File: config.mk
export PLATFORM = sky130hd
export DESIGN_NAME = adsr_envelope
export DESIGN_NICKNAME = d
export VERILOG_FILES = /design/src/rtl/adsr_envelope.sv
export SDC_FILE = /design/constraint.sdc
export NUM_CORES = 1
export LEC_CHECK = 0
export CAP_MARGIN = 20
export CORE_AREA = 5 5 85 87
export CTS_CLUSTER_SIZE = 25
export DETAILED_ROUTE_END_ITERATION = 16
export DIE_AREA = 0 0 90 92
export PLACE_DENSITY = 0.68
export RECOVER_POWER = 25
export SLEW_MARGIN = 40
export SYNTH_ARGS = -nofsm -noshare
export SYNTH_HDL_FRONTEND = slang
export SYNTH_SLANG_ARGS = --single-unit
File: constraint.sdc
create_clock -name clk -period 4.6 [get_ports clk]
set_input_delay 0.92 -clock clk [delete_from_list [all_inputs] [get_ports clk]]
set_output_delay 0.92 -clock clk [all_outputs]
set_load 0.02 [all_outputs]
File: src/rtl/adsr_envelope.sv
// adsr_envelope: gate-driven ADSR level generator (0..63) stepped on a prescaled tick; define ADSR_EXP_RELEASE_EN for a pseudo-exponential release tail
module adsr_envelope #(
  parameter int TICK_DIV = 1024,
  parameter int RATE_W   = 16
) (
  input  logic       clk,
  input  logic       rst_active_high,
  input  logic       gate,
  input  logic [3:0] attack_rate,
  input  logic [3:0] decay_rate,
  input  logic [5:0] sustain_level,
  input  logic [3:0] release_rate,
  output logic [5:0] vol,
  output logic       active,
  output logic [2:0] env_state
);
  localparam int PW = (TICK_DIV > 2) ? $clog2(TICK_DIV) : 1;
  typedef enum logic [2:0] {IDLE, ATTACK, DECAY, SUSTAIN, RELEASE} state_t;
  state_t state_q, state_d;
  logic gate_q, active_q, active_d, rise, fall, tick, step;
  logic [PW-1:0] presc_q, presc_d;
  logic [RATE_W-1:0] rate_cnt_q, rate_cnt_d, period;
  logic [5:0] level_q, level_d, rel_dec;
  logic [3:0] rate;
  assign rise = gate & ~gate_q;
  assign fall = ~gate & gate_q;
  assign tick = presc_q == PW'(TICK_DIV - 1);
  assign rate = state_q == ATTACK ? attack_rate : state_q == DECAY ? decay_rate :
                state_q == RELEASE ? release_rate : 4'd0;
  assign period = (RATE_W'(1) << rate) - RATE_W'(1);
  assign step = tick && rate_cnt_q >= period;
  assign vol = level_q;
  assign active = active_q;
  assign env_state = state_q;
  // release decrement: linear, or level/8 with a floor of 1 for the exponential tail
  always_comb begin
`ifdef ADSR_EXP_RELEASE_EN
    rel_dec = level_q[5:3] == 3'd0 ? 6'd1 : {3'b000, level_q[5:3]};
`else
    rel_dec = 6'd1;
`endif
  end
  // phase transitions and level stepping; a gate edge always wins over a step
  always_comb begin
    state_d = state_q;
    level_d = level_q;
    case (state_q)
      IDLE: if (rise) state_d = ATTACK;
      ATTACK:
        if (fall) state_d = RELEASE;
        else if (level_q == 6'd63) state_d = sustain_level == 6'd63 ? SUSTAIN : DECAY;
        else if (step) level_d = level_q + 6'd1;
      DECAY:
        if (fall) state_d = RELEASE;
        else if (level_q <= sustain_level) state_d = SUSTAIN;
        else if (step) level_d = level_q - 6'd1;
      SUSTAIN: if (fall) state_d = RELEASE;
      RELEASE:
        if (rise) state_d = ATTACK;
        else if (level_q == 6'd0) state_d = IDLE;
        else if (step) level_d = level_q > rel_dec ? level_q - rel_dec : 6'd0;
      default: state_d = IDLE;
    endcase
    presc_d = tick ? '0 : presc_q + PW'(1);
    rate_cnt_d = (state_d != state_q || step) ? '0 : tick ? rate_cnt_q + RATE_W'(1) : rate_cnt_q;
    active_d = state_d != IDLE;
  end
  // state, level, prescaler and rate counter registers
  always_ff @(posedge clk or posedge rst_active_high) begin
    if (rst_active_high) begin
      state_q    <= IDLE;
      level_q    <= '0;
      active_q   <= 1'b0;
      gate_q     <= 1'b0;
      presc_q    <= '0;
      rate_cnt_q <= '0;
    end else begin
      state_q    <= state_d;
      level_q    <= level_d;
      active_q   <= active_d;
      gate_q     <= gate;
      presc_q    <= presc_d;
      rate_cnt_q <= rate_cnt_d;
    end
  end
endmodule

==> Word-level counts from Yosys, hierarchy flattened <==
Cells that the tools add are included.
{ "totals": {"mem_count": 0, "word_cells": 71, "mem_bits_rw": 0, "in_bits": 21, "regBits": 37, "latch_bits": 0, "romBits": 0} }
{ "classes": {"n_eq_ne": 17, "mux": 27, "n_lt_le_gt_ge": 3, "reduce_logical": 8, "addsub": 5, "shifts": 1, "bitwise": 4, "mul": 0, "n_div": 0} }
{ "op_table": {"columns": ["cell", "n"], "rows": [
  ["$mux 6", 10],
  ["$mux 16", 2],
  ["$mux 3", 8],
  ["$ne 2x2->1 const B", 9],
  ["$pmux 6 s3", 1],
  ["$add 16x1->16 const B", 1],
  ["$ge 16x16->1", 1],
  ["$shl 1x4->16 const A", 1],
  ["$sub 16x2->16 const B", 1],
  ["$pmux 3 s5", 1],
  ["$eq 6x6->1 const B", 2],
  ["$mux 4", 3],
  ["$add 10x1->10 const B", 1],
  ["$eq 10x10->1 const B", 1],
  ["$mux 10", 1],
  ["$reduce_and 10->1", 1],
  ["$add 6x1->6 const B", 1],
  ["$eq 3x2->1 const B", 2],
  ["$gt 6x1->1 const B", 1],
  ["$le 6x6->1", 1],
  ["$logic_not 6->1", 1],
  ["$reduce_bool 3->1", 2],
  ["$sub 6x1->6 const B", 1],
  ["$eq 3x1->1 const B", 1],
  ["other kinds (9)", 11]
]} }

==> Depth between registers and ports, before layout <==
{ "depth": {"ltp_word": 12, "ltp_mapped": 22, "mapped_depth_nobuf": 17} }

==> Worst setup path before layout <==
Ideal clock, no wire load.
{ "synth_timing": {"path_kind": "input to register", "start": "input port decay_rate[2]", "end": "register rate_cnt_q[3]", "path_stages": 19, "t_required_ns": 4.518, "arrival_ns": 4.278, "n_path_buf": 2, "path_slack_ns": 0.240, "path_cell_list": "nand3b_1 > a21oi_1 > a21oi_1 > nand2_1 > nor2_1 > nand2_1 > ha_1 > clkbuf_1 > nor4_1 > a31o_2 > a32oi_1 > ha_1 > nand2_1 > o211ai_1 > a21oi_1 > a31oi_4 > buf_6 > or4_1 > a31oi_1"} }
{ "synth_between": {"elab_chain_cells": 8, "word_cells_on_any_way": 9} }
{ "synth_lines": {"columns": ["item", "line", "rtl"], "rows": [
  ["start: declaration", "10", "input logic [3:0] decay_rate,"],
  ["$mux 4 (*) (2 in a row)", "28", "assign rate = state_q == ATTACK ? attack_rate : state_q == DECAY ? decay_rate :"],
  ["$shl 1x4->16 (*)", "30", "assign period = (RATE_W'(1) << rate) - RATE_W'(1);"],
  ["$sub 16x2->16 (*)", "30", null],
  ["$ge 16x16->1 (*)", "31", "assign step = tick && rate_cnt_q >= period;"],
  ["$logic_and 1x1->1 (*)", "31", null],
  ["$logic_or 1x1->1 (*)", "65", "rate_cnt_d = (state_d != state_q || step) ? '0 : tick ? rate_cnt_q + RATE_W'(1) : rate_cnt_q;"],
  ["$mux 16 or $reduce_bool 2->1 (tied branches)", null, null],
  ["end signal: assignment", "83", "rate_cnt_q <= rate_cnt_d;"],
  ["end: declaration", "22", "logic [RATE_W-1:0] rate_cnt_q, rate_cnt_d, period;"]
]} }
Mark *: on every way between the ends. The rest lies on a longest branch, timed or not.
A chain may end at the register's enable or synchronous reset.

==> Worst setup path after layout <==
{ "layout_timing": {"start": "input port decay_rate[1]", "end": "register rate_cnt_q[11]"} }
The elaborated chain is that of the path after synthesis.

==> PnR_summary.wiki <==
{| class="wikitable"
! Metric !! Value
|-
| CP required || 4830 ps
|-
| Slowest library cell on the worst path || or4_1
|-
| Most frequent cells in the layout || nand2_1 (48), dfrtp_1 (37), nand3_1 (31)
|-
| Max cap viols || 1
|-
| Number of global-route vias before repair || 2801
|-
| Final hold violations || 0
|-
| Run status || finished, violations left
|-
| Fraction of layout cells with a size suffix above 1 || 9.83%
|-
| Max_slew headroom || -34.5%
|-
| Level count of the clock H-tree || 2
|-
| Netlist Area Pre-Place || 3110 sq um
|-
| Clock tree buffer depth || 2
|-
| Synth Net Count || 432
|-
| Pin count of the biggest net entering global routing || 38
|-
| FF+latch area || 926 sq um
|-
| Count of flip-flops with a built-in enable after synthesis || 0
|-
| Hold-fix buffers, CTS || 0
|-
| Cells along the critical path || clkdlybuf4s50_1 > nand3b_1 > o21ai_0 > a22oi_2 > nand2_1 > nor2_1 > nand2_1 > ha_2 > nor4_4 > a31o_2 > a32oi_1 > ha_1 > a21oi_1 > o21ai_0 > nor2_2 > a31oi_4 > or4_1 > a31oi_1
|-
| Number of antenna violations at the first check in global routing || 0
|-
| Total clock buffers created by CTS || 5
|-
| Endpoints failing setup || 0
|-
| Area fraction in and, or, nand and nor cells after synthesis || 28.9%
|-
| Slowest Stage Delay on Critical Path || 550 ps
|-
| Time the final worst path needs with I/O delays and setup || 4250 ps
|-
| Seq/Total Area, Yosys || 29.8%
|-
| Post-detailed-route DRC marker count || 0
|-
| Worst-path clk slew || 80 ps
|-
| Wire length of the first global-routing pass || 13.2 mm
|-
| RSZ-0062 raised after global routing || false
|-
| Count of synthesis-stage warnings from yosys || 0
|-
| Max IR drop VDD || 245 uV
|-
| Avg Synthesized Cell Area || 8.11 sq um
|-
| Footprint of the multi-input gates || 2080 sq um
|-
| Power, Total || 1.16 mW
|-
| Worst path top cell family by delay || simple AND/OR/NAND/NOR gates
|-
| Hold WC Path Type || reg -> reg
|-
| Placer Congestion || 0.928
|-
| Fraction of the cycle the final worst path needs || 92.5%
|-
| Post-layout nets || 465
|-
| Kind of critical path || in -> reg
|-
| Floorplan core area || 6280 sq um
|-
| Synthesis-to-layout area growth || 17.4%
|-
| Number of fill cells || 559
|-
| Area share of the largest cell type after synthesis || 29.8%
|-
| Drt first pass iters || 4
|-
| PD cells || 319 nW/um^2
|-
| Most area-hungry cell type in the Yosys netlist || dfrtp_1
|-
| Drt initial violations || 191
|-
| Main combinational cell family by area after synthesis || simple AND/OR/NAND/NOR gates
|-
| Critical path launch point type || input pin
|-
| Compound-Gate Fraction of Synth Area || 22.4%
|-
| Die Height || 92 um
|-
| Final Max Tran Viols || 38
|-
| Synthesized flop and latch total || 37
|-
| Clock tree sinks || 37
|-
| X dimension of the die || 90 um
|-
| Asr flop ratio synth || 100%
|-
| Adder-Cell Fraction of Synth Area || 11.3%
|-
| Cells after synthesis || 383
|-
| Placement Setup Slack || 23.1 ps
|-
| Final worst slack || 346 ps
|-
| Post-route setup TNS || 0 ps
|-
| Pin slew with the least headroom to its limit || 2020 ps
|-
| Clock tree skew after final layout || 7.27 ps
|-
| Sort of element at the end of the critical path || flop
|-
| Initial cell density of the core || 49.5%
|-
| Root Buffer || clkbuf_8
|-
| I/O pin count || 31
|-
| Overall die area || 8280 sq um
|-
| Mux contribution to synthesized area || 0%
|-
| Dpl cell area || 3510 sq um
|-
| Highest fanout seen on the critical path || 6
|-
| Diodes inserted || 0
|-
| Sum of buffers and inverters on the critical path || 1
|-
| Library cells used by synthesis || 58
|-
| Biggest area contributors in the synthesized netlist || dfrtp_1 (30%), ha_1 (11%), nand2_1 (5.8%)
|-
| Routed length per instance || 15.4 um
|-
| Total overflow reported by the global router || 0
|-
| Number of buffers inserted by port buffering || 30
|-
| Cell area after layout || 3650 sq um
|-
| Detailed Place HPWL || 5.44 mm
|-
| CP arrival || 4480 ps
|-
| Total global-route track usage || 18.4%
|-
| CTS tree || done
|-
| Antenna Violating Nets Remaining || 0
|-
| Count of standard-cell rows || 29
|-
| Timing-limited maximum frequency || 235 MHz
|-
| Routed vias/inst || 6.16
|-
| Failing checks || capacitance limit, slew limit
|-
| Most common library cell in the layout ignoring fill and taps || nand2_1
|-
| Final core utilization || 58.1%
|-
| Most used flip-flop cell after synthesis || dfrtp_1
|-
| Xor and xnor fraction of the mapped netlist area || 2.82%
|-
| Total wire length after detailed routing || 7.59 mm
|-
| Worst-Skew Late Latency || 300 ps
|-
| Detailed-route via count || 3044
|-
| P_leak || 1.49 nW
|}
-- power breakdown --
| group | total, mW | leakage (nW) | internal [mW] | switching [mW] |
|---|---|---|---|---|
| combinational | 0.569 | 0.959 | 0.244 | 0.325 |
| sequential | 0.350 | 0.485 | 0.334 | 0.0162 |
| clock | 0.244 | 0.0452 | 0.110 | 0.133 |
| total | 1.16 | 1.49 | 0.688 | 0.475 |
-- kinds of logic (layout without fill, tap and decap cells) --
kind of cell             Yosys count  in the layout
XOR/XNOR                          10             10
flip-flops                        37             37
other                              1              1
buffers and inverters             33             66
AO/OA/AOI/OAI                    103            104
adder cells (fa/ha/maj)           28             28
AND/OR/NAND/NOR                  171            171
-- worst reg2reg max path: stages (launching register included) --
cell and delay [ps]:
dfrtp_1 730, nor3_2 210, a22oi_2 240, nand2_1 100
nor2_1 130, nand2_1 110, ha_2 220, nor4_4 310
a31o_2 140, a32oi_1 60, ha_1 200, a21oi_1 200
o21ai_0 160, nor2_2 280, a31oi_4 170, or4_1 550
a31oi_1 170
-- metal layers --
metal,global-route usage (%),up-vias,wire (um)
met3,4.42,8,449
met2,29.2,105,3520
met5,0,-,0
met4,3.85,0,50
li1,-,1507,-
met1,25.7,1424,3570
-- state kept, by name, indices dropped and copies added, names as in the netlist --
name and flops:
vol 6, env_state 3, rate_cnt_q 16, gate_q 1, active 1, presc_q 10
-- cells in the mapped netlist (2+ instances only) --
| cell | n |
|---|---|
| nand2_1 | 48 |
| dfrtp_1 | 37 |
| nand3_1 | 31 |
| ha_1 | 28 |
| a21oi_1 | 25 |
| nor2_1 | 25 |
| a31oi_1 | 17 |
| o21ai_0 | 16 |
| inv_1 | 13 |
| or4_1 | 10 |
| clkbuf_1 | 8 |
| buf_2 | 7 |
| nand3b_1 | 7 |
| nor3_1 | 7 |
| and3_1 | 6 |
| and2_1 | 5 |
| nand4_1 | 5 |
| nor2b_1 | 5 |
| nor4_1 | 5 |
| xnor2_1 | 5 |
| xor2_1 | 5 |
| a211oi_1 | 4 |
| a22oi_1 | 4 |
| o211ai_1 | 4 |
| o21a_1 | 4 |
| o22ai_1 | 4 |
| a21o_1 | 3 |
| a31o_2 | 3 |
| and4_1 | 3 |
| o31ai_1 | 3 |
| or3_1 | 3 |
| a32oi_1 | 2 |
| a41oi_1 | 2 |
| buf_6 | 2 |
| inv_2 | 2 |
| nor3_2 | 2 |
| nor4b_1 | 2 |
-- through the flow --
step,hold slack [ps],cells
floorplan,453,383
global placement,482,485
detailed placement,487,485
CTS,503,493
global route,507,494
finish,497,494
-- repair_timing --
item	4_1_cts	5_1_grt
resized for setup	0	7
setup buffers	0	0
endpoints found under the setup margin	0	14
-- layout make-up --
| cell class | instances | share of cell area (%) |
|---|---|---|
| inverter | 15 | 1.54 |
| sequential | 37 | 25.4 |
| clock inverter | 3 | 0.686 |
| tap | 77 | 2.64 |
| multi-input combinational | 314 | 57.1 |
| clock buffer | 5 | 1.89 |
| timing repair buffer | 43 | 10.8 |
-- final timing paths --
check / start / to / slack [ps] / cells after the start
worst max-delay path: decay_rate[1] / rate_cnt_q[11] / 350 / 18
worst min-delay path: presc_q[6] / presc_q[6] / 500 / 1
worst max register to register: env_state[1] / rate_cnt_q[11] / 560 / 16
worst min register to register: presc_q[6] / presc_q[6] / 500 / 1
max in group asynchronous: rst_active_high / env_state[1] / 1670 / 3
min in group asynchronous: rst_active_high / vol[0] / 1780 / 3
(Power assumes the default switching activity.)
